===== src/rtl/score_disp_scan.sv =====
// Time-multiplexed 4-digit "AA.BB" scanner with per-frame input snapshot and winner blink.
// Optional define LEADING_ZERO_BLANK_EN blanks tens digits that are zero.
module score_disp_scan #(
  parameter int unsigned SCAN_DIV     = 50000,
  parameter int unsigned BLINK_FRAMES = 50
) (
  input  logic       clk,
  input  logic       rst,
  input  logic [3:0] A,
  input  logic [3:0] B,
  input  logic [1:0] player,
  output logic [3:0] an,
  output logic [7:0] seg
);

  localparam int unsigned CW = (SCAN_DIV > 1) ? $clog2(SCAN_DIV) : 1;
  localparam int unsigned BW = (BLINK_FRAMES > 1) ? $clog2(BLINK_FRAMES) : 1;
  localparam logic [CW-1:0] CntMax   = CW'(SCAN_DIV - 1);
  localparam logic [BW-1:0] BlinkMax = BW'(BLINK_FRAMES - 1);

  logic [CW-1:0] cnt_q, cnt_d;
  logic [1:0]    idx_q, idx_d;
  logic [3:0]    sa_q, sa_d, sb_q, sb_d;
  logic [1:0]    sp_q, sp_d;
  logic [BW-1:0] blink_q, blink_d;
  logic          phase_q, phase_d;
  logic [3:0]    an_q, an_d;
  logic [7:0]    seg_q, seg_d;

  logic          tick, frame;
  logic [3:0]    val, ones, digit;
  logic          tens, blank;
  logic [7:0]    lut;

  always_comb begin
    tick    = (cnt_q == CntMax);
    frame   = tick && (idx_q == 2'd3);
    cnt_d   = tick ? '0 : cnt_q + 1'b1;
    idx_d   = tick ? idx_q + 2'd1 : idx_q;
    sa_d    = frame ? A : sa_q;
    sb_d    = frame ? B : sb_q;
    sp_d    = frame ? player : sp_q;
    blink_d = blink_q;
    phase_d = phase_q;
    if (frame) begin
      // Loading 00 clears blink at once; counting uses the outgoing snapshot.
      if (player == 2'b00) begin
        blink_d = '0;
        phase_d = 1'b0;
      end else if (sp_q != 2'b00) begin
        if (blink_q == BlinkMax) begin
          blink_d = '0;
          phase_d = ~phase_q;
        end else begin
          blink_d = blink_q + 1'b1;
        end
      end
    end
  end

  always_comb begin
    val   = idx_q[1] ? sa_q : sb_q;
    tens  = (val >= 4'd10);
    ones  = tens ? val - 4'd10 : val;
    digit = idx_q[0] ? {3'b000, tens} : ones;
    unique case (digit)
      4'd0:    lut = 8'hC0;
      4'd1:    lut = 8'hF9;
      4'd2:    lut = 8'hA4;
      4'd3:    lut = 8'hB0;
      4'd4:    lut = 8'h99;
      4'd5:    lut = 8'h92;
      4'd6:    lut = 8'h82;
      4'd7:    lut = 8'hF8;
      4'd8:    lut = 8'h80;
      4'd9:    lut = 8'h90;
      default: lut = 8'hFF;
    endcase
    blank = phase_q && ((sp_q == 2'b11) ||
                        (sp_q == 2'b01 && idx_q[1]) ||
                        (sp_q == 2'b10 && !idx_q[1]));
`ifdef LEADING_ZERO_BLANK_EN
    if (idx_q[0] && !tens) blank = 1'b1;
`else
`endif
    an_d  = blank ? 4'hF : ~(4'b0001 << idx_q);
    seg_d = blank ? 8'hFF : {(idx_q != 2'd2), lut[6:0]};
  end

  always_ff @(posedge clk) begin
    if (rst) begin
      cnt_q   <= '0;
      idx_q   <= 2'd0;
      sa_q    <= 4'd0;
      sb_q    <= 4'd0;
      sp_q    <= 2'b00;
      blink_q <= '0;
      phase_q <= 1'b0;
      an_q    <= 4'hF;
      seg_q   <= 8'hFF;
    end else begin
      cnt_q   <= cnt_d;
      idx_q   <= idx_d;
      sa_q    <= sa_d;
      sb_q    <= sb_d;
      sp_q    <= sp_d;
      blink_q <= blink_d;
      phase_q <= phase_d;
      an_q    <= an_d;
      seg_q   <= seg_d;
    end
  end

  assign an  = an_q;
  assign seg = seg_q;

endmodule


===== config.mk =====
export PLATFORM = sky130hd
export DESIGN_NAME = score_disp_scan
export DESIGN_NICKNAME = d
export VERILOG_FILES = /design/src/rtl/score_disp_scan.sv
export SDC_FILE = /design/constraint.sdc
export NUM_CORES = 1
export LEC_CHECK = 0
export ABC_AREA = 1
export CAP_MARGIN = 20
export CORE_ASPECT_RATIO = 1.1
export CORE_MARGIN = 1
export CORE_UTILIZATION = 60
export DETAILED_ROUTE_END_ITERATION = 10
export PLACE_DENSITY = 0.92
export SETUP_SLACK_MARGIN = 0.02
export SLEW_MARGIN = 10
export SYNTH_ARGS = -nofsm -noshare
export SYNTH_HDL_FRONTEND = slang
export SYNTH_SLANG_ARGS = --single-unit

===== constraint.sdc =====
create_clock -name clk -period 4.8 [get_ports clk]
set_input_delay 0.96 -clock clk [delete_from_list [all_inputs] [get_ports clk]]
set_output_delay 0.96 -clock clk [all_outputs]
set_load 0.05 [all_outputs]

==> results.md, run 1 <==
* Outcome: complete, no violations
* Worst path slowest cell: clkdlybuf4s50_1
* Clk sink count at 46
* Cts repair resizes at 0
* Max Freq at between 400 and 500 MHz
* Max IR drop VDD at 0.278 mV
* Hold Crit Start: cnt_q[0]$_SDFF_PP0_
* Die Height at 68.6 um
* Net Count, Synth at around 360
* Element type at the critical path end: primary output
* Core Area at ~3700 um2
* # diodes at 0
* PortBufs at 23
* FF-to-FF setup slack at 2.83 ns
* First-pass GRT wire length at 7780 um
* Critical Path Start Type: flop
* Clock skew at 0.00865 ns
* Tmin final at 2.38 ns
* Dpl cells at 400
* Unrepaired setup endpoints after global routing: no
* Non-Filler Instances at approximately 400
* Worst Path Buf+Inv at 1
* Total Neg Setup Slack at 0 ns
* Starting Density at 0.646
* Static leakage at 1.09 nW
* Layout cells sized above 1 at 0.128
* Area growth syn-to-layout at 14.7%
* Synth cell types at 33
* Worst Reg2Reg Path Length in Cells at 10
* Root Buffer: clkbuf_8
* Crit path cell chain: clkdlybuf4s50_1
* GRT Residual Overflow at 0
* Critical path class: flop to primary output
* DRT Pass-1 Iters at 4
* TritonCTS clock tree: done
* Design Area, Final at 2780 um2
* Register area share after synthesis at 0.381
* Row count at 23
* Filler cells at approximately 280
* Power Dens Cells at 258 nW/um2
* Post-CTS Hold Buffers at 0
* Clock buffer depth at 2
* Mapped Area at 2420 um2
* Post-synthesis register bit count at 46
* Worst EP required at 3.84 ns
* ANT nets after route at 0
* CP delay by family, top: buffers and inverters
* Residual DRC at 0
* Worst Tran Pin Value at 0.659 ns
* Die Wd at 62.5 um
* Vias/cell at 5.17
* Iteration-0 DRC count of the detailed router at 105
* Reg-to-reg endpoint: seg[3]$_SDFF_PP1_
* Hold Crit Class: flop to flop
* # setup viols final at 0
* All-layer global routing usage at 0.231
* DRT Wirelength at 4510 um
* Via count at between 2k and 2.5k
* Reg clk slew, reported paths at ~0.080 ns
* Vias in the first global route at 1887
* DP Area at approximately 2700 um2
* Slew Viols, Final at 0
* I/O pin count at 24
* Warnings, synthesis at 0
* RR Startpoint: idx_q[1]$_SDFFE_PP0P_
* Hold endpoint: cnt_q[0]$_SDFF_PP0_
* RePlAce Congestion at 0.850
* Syn Inst Count at 334
* Hpwl dp at ~3400 um
* Synth Area per Inst at 7.24 um2
* Largest fanout on the critical path at 1
* Skew-Pair Late Insertion Delay at 0.30 ns
* WP data arrival at ~1.4 ns
* Final Hold Fails at 0
* H-tree level count at 2
* CP peak stage delay at between 0.7 and 0.8 ns
* Largest net degree at the start of global routing at 21
* Initial antenna violation count at 0
* Period utilization at 0.495
* Slew HR at 0.559
* Total CTS buffers at 5
* Post-CTS Setup Repair Bufs at 0
* Post-DR wirelength/cell at roughly 11 um
* DIE AREA at between 4000 and 5000 um2
* Hold depth at 1
* Max cap viols at 0
* Final #Nets at between 300 and 400
==> layout by cell type, fill, tap and decap left out, drive strengths merged <==
cell type,count
nor2,31
xnor2,1
dfxtp,46
o21ai,5
nor3b,2
xor2,5
clkinvlp,2
a21oi,32
inv,34
or2,9
clkdlybuf4s50,23
ha,11
or3,1
bufinv,1
nand4,4
nand3,17
nor3,5
o211ai,1
clkbuf,5
nand2,123
==> cell families (layout without fill, tap and decap cells) <==
group | count (synthesis) | in the layout | share of synthesized area
AND/OR/NAND/NOR | 192 | 192 | 0.376
XOR/XNOR | 6 | 6 | 0.0217
flip-flops | 46 | 46 | 0.381
buffers and inverters | 41 | 65 | 0.0745
adder cells (fa/ha/maj) | 11 | 11 | 0.0569
AO/OA/AOI/OAI | 38 | 38 | 0.0905
==> how the worst max path moves through the flow <==
stage	from	end	slack (ns)	depth (start not counted)
after global placement	rst	cnt_q[10]$_SDFF_PP0_	2.29	4
after CTS	seg[7]$_SDFF_PP1_	seg[7]	2.41	1
after detailed placement	rst	cnt_q[10]$_SDFF_PP0_	2.27	4
final	an[0]$_SDFF_PP1_	an[0]	2.42	1
after global routing	seg[7]$_SDFF_PP1_	seg[7]	2.37	1
after floorplan	seg[7]$_SDFF_PP1_	seg[7]	2.95	1
==> cells in the mapped netlist, drive strengths merged <==
cell type | count | area share
a21oi | 32 | 0.077
buf | 5 | 0.018
clkbuf | 2 | 0.0031
dfxtp | 46 | 0.38
ha | 11 | 0.057
inv | 34 | 0.054
nand2 | 123 | 0.21
nand3 | 17 | 0.042
nand4 | 4 | 0.010
nor2 | 31 | 0.061
nor3 | 5 | 0.017
nor3b | 2 | 0.0062
o211ai | 1 | 0.0031
o21ai | 5 | 0.010
or2 | 9 | 0.023
or3 | 1 | 0.0026
xnor2 | 1 | 0.0036
xor2 | 5 | 0.018
==> metrics by stage <==
step / utilization / power, mW / setup slack, ns / hold slack [ns]
floorplan: - / 0.421 / 2.95 / 0.417
global placement: 0.711 / 0.438 / 2.29 / 0.425
detailed placement: 0.711 / 0.439 / 2.27 / 0.438
CTS: 0.742 / 0.722 / 2.41 / 0.456
global route: 0.742 / 0.744 / 2.37 / 0.481
finish: 0.742 / 0.717 / 2.42 / 0.452
==> flip-flops by register name, summed over array words and instances (netlist names) <==
signal,cells
cnt_q,16
seg,8
blink_q,6
sa_q,4
sb_q,4
an,3
idx_q,2
sp_q,2
phase_q,1
==> area by class of cell <==
| cell class | instances | area (um2) | area share |
|---|---|---|---|
| clock inverter | 3 | 45.0 | 0.0162 |
| tap | 50 | 62.6 | 0.0225 |
| multi-input combinational | 247 | 1320 | 0.475 |
| clock buffer | 5 | 68.8 | 0.0248 |
| sequential | 46 | 921 | 0.332 |
| timing repair buffer | 23 | 230 | 0.0830 |
| inverter | 34 | 130 | 0.0469 |
==> power breakdown <==
part           total, mW  switching (mW)  internal (mW)
combinational     0.0409          0.0243         0.0165
clock              0.288           0.133          0.155
sequential         0.389         0.00203          0.387
total              0.717           0.159          0.558
==> routing by layer <==
metal	track usage	routed length, um	vias to the layer above
met5	0	0	-
met4	0.116	103	0
met3	0.0526	141	11
met2	0.431	2300	46
met1	0.250	1960	959
li1	-	-	1094
Note: power is estimated with default switching activity, not from simulation.
==> run 2: changes to the inputs <==
--- a/config.mk
+++ b/config.mk
@@ -9,9 +9,9 @@
 export CAP_MARGIN = 20
 export CORE_ASPECT_RATIO = 1.1
 export CORE_MARGIN = 1
-export CORE_UTILIZATION = 60
+export CORE_UTILIZATION = 51
 export DETAILED_ROUTE_END_ITERATION = 10
-export PLACE_DENSITY = 0.92
+export PLACE_DENSITY = 0.84
 export SETUP_SLACK_MARGIN = 0.02
 export SLEW_MARGIN = 10
 export SYNTH_ARGS = -nofsm -noshare
==> constraint.sdc (replaced) <==
create_clock -name clk -period 2.15 [get_ports clk]
set_input_delay 0.43 -clock clk [delete_from_list [all_inputs] [get_ports clk]]
set_output_delay 0.43 -clock clk [all_outputs]
set_load 0.05 [all_outputs]
==> run 2 against run 1 <==
Compared with the run above: design area barely moved; critical path depth rose by 9; via count down 2.9%; combinational power grew 130%; core utilization shrank 11 points; highest routed layer unchanged.
==> results.md, run 2 (same netlist as run 1, synthesis figures left out) <==
* Outcome: complete, no violations
* Max Freq at roughly 540 MHz
* FF-to-FF setup slack at 0.29 ns (-2.54 ns)
* Max reg flops at 16 (unchanged)
* # diodes at 0 (unchanged)
* Pwr Total at 1.50 mW (+110%)
* Period utilization at 0.864
* Largest fanout on the critical path at 12 (+11)
* Crit path cell chain: inv_4, nand2_1, nand2_2, ha_1, a21oi_4, nand2_4, o21ai_1, inv_1, nand2_1, nand2_1
* H-tree level count at 2 (unchanged)
* All-layer global routing usage at 0.197 (-0.0340)
* I/O pin count at 24 (unchanged)
* DIE AREA at 5020 um2 (+17%)
* Element type at the critical path end: flop
* Max cap viols at 0 (unchanged)
* DRT Wirelength at 4320 um (-4.0%)
* Final #Nets at 382 (+0.53%)
* Tmin final at 1.86 ns
* Static leakage at 1.10 nW (+0.71%)
* Starting Density at 0.548 (-0.0981)
* Hpwl dp at 3290 um (-3.4%)
* Total Neg Setup Slack at 0 ns (unchanged)
* Commonest non-fill, non-tap cell in the layout: nand2_1
* Residual DRC at 0 (unchanged)
* Largest net degree at the start of global routing at 20 (-4.8%)
* Hold endpoint: cnt_q[0]$_SDFF_PP0_
* TritonCTS clock tree: done
* DRT Pass-1 Iters at 4 (unchanged)
* PortBufs at 23 (unchanged)
* Post-DR wirelength/cell at 10.4 um (-5.4%)
* Reg-to-reg endpoint: seg[5]$_SDFF_PP1_
* ANT nets after route at 0 (unchanged)
* Worst path slowest cell: dfxtp_1
* Slew Viols, Final at 0 (unchanged)
* Row count at 25 (+8.7%)
* Via count at 2048 (-2.9%)
* Unrepaired setup endpoints after global routing: no
* Final Hold Fails at 0 (unchanged)
* Skew-Pair Late Insertion Delay at 0.30 ns (about the same)
* Area growth syn-to-layout at 14.6% (about the same)
* Vias in the first global route at 1853 (-1.8%)
* Slew HR at 0.670 (+0.110)
* Post-CTS Hold Buffers at 0 (unchanged)
* Worst Tran Pin Value at 0.494 ns (-0.165 ns)
* Hold Crit Start: cnt_q[0]$_SDFF_PP0_
* Reg with most FFs: cnt_q
* First-pass GRT wire length at 7670 um (-1.3%)
* Most frequent CP cell: nand2_1
* Clock buffer depth at 2 (unchanged)
* Post-layout util at 0.629 (-0.113)
* # setup viols final at 0 (unchanged)
* Core Area at 4410 um2 (+18%)
* Total CTS buffers at 5 (unchanged)
* Worst Reg2Reg Path Length in Cells at 10 (unchanged)
* Reg clk slew, reported paths at 0.09 ns (about the same)
* Design Area, Final at 2770 um2 (about the same)
* Clk sink count at 46 (unchanged)
* Post-Place Worst Slack at 0.316 ns (-1.96 ns)
* Max IR drop VDD at 0.409 mV (+47%)
* Hold Crit Class: flop to flop
* Most frequent cells in the layout: nand2_1, dfxtp_1, a21oi_1
* Worst hold margin at 0.455 ns (+0.00249 ns)
* Dpl cells at 406 (+1.5%)
* RePlAce Congestion at 0.825 (-2.9%)
* Vias/cell at 4.95 (-4.3%)
* WP data arrival at 2.05 ns (+0.63 ns)
* RR Startpoint: idx_q[1]$_SDFFE_PP0P_
* Die Height at 74.2 um (+8.2%)
* GRT Residual Overflow at 0 (unchanged)
* Cts repair resizes at 0 (unchanged)
* Die Wd at 67.7 um (+8.2%)
* Worst EP required at 2.34 ns (-1.50 ns)
* Critical Path Start Type: flop
* Clock skew at 0.0128 ns (+0.00413 ns)
* Initial antenna violation count at 0 (unchanged)
* Hold depth at 1 (unchanged)
* CP peak stage delay at 0.57 ns (-0.22 ns)
* Crit. Startpoint: idx_q[1]$_SDFFE_PP0P_
* DP Area at 2680 um2 (+0.75%)
* Root Buffer: clkbuf_8
* Post-CTS Setup Repair Bufs at 0 (unchanged)
* Critical path class: flop to flop
* Non-Filler Instances at 414 (+1.5%)
* Iteration-0 DRC count of the detailed router at 109 (+3.8%)
* Final worst slack at 0.292 ns (-2.13 ns)
* Layout cells sized above 1 at 0.131 (+0.00206)
* Power Dens Cells at 540 nW/um2 (+110%)
## run 2: layout make-up
class	instances	area (um2)
clock buffer	7	86.3
clock inverter	1	5.00
fill	407	1640
inverter	34	130
multi-input combinational	247	1320
sequential	46	921
tap	54	67.6
timing repair buffer	25	245
## run 2: per-layer routing
layer | part of all wire | vias to the layer above | GRT usage
met5 | 0 | - | 0
met4 | 0.017 | 0 | 0.0662
met3 | 0.026 | 10 | 0.0460
met2 | 0.48 | 29 | 0.329
met1 | 0.48 | 914 | 0.246
li1 | - | 1095 | -
## run 2: how the worst max path moves through the flow
| stage | endpoint | depth (start not counted) |
|---|---|---|
| global placement | seg[5]$_SDFF_PP1_ | 10 |
| global route | seg[4]$_SDFF_PP1_ | 12 |
| floorplan | seg[5]$_SDFF_PP1_ | 11 |
| detailed placement | seg[5]$_SDFF_PP1_ | 10 |
| CTS | seg[5]$_SDFF_PP1_ | 10 |
| finish | seg[5]$_SDFF_PP1_ | 10 |
## run 2: where the power goes
part	internal (mW)	switching [mW]	leakage [nW]
clock network	0.260	0.275	0.0482
registers	0.863	0.00438	0.374
logic	0.0394	0.0557	0.679
## run 2: critical path, delay by kind of cell, from the launching register on
family                     cells  cell delay (ns)
AOI/OAI and AO/OA              2             0.31
adders and majority gates      1             0.34
buffers and inverters          2             0.16
DFF                            1             0.57
and+or+nand+nor                5             0.37
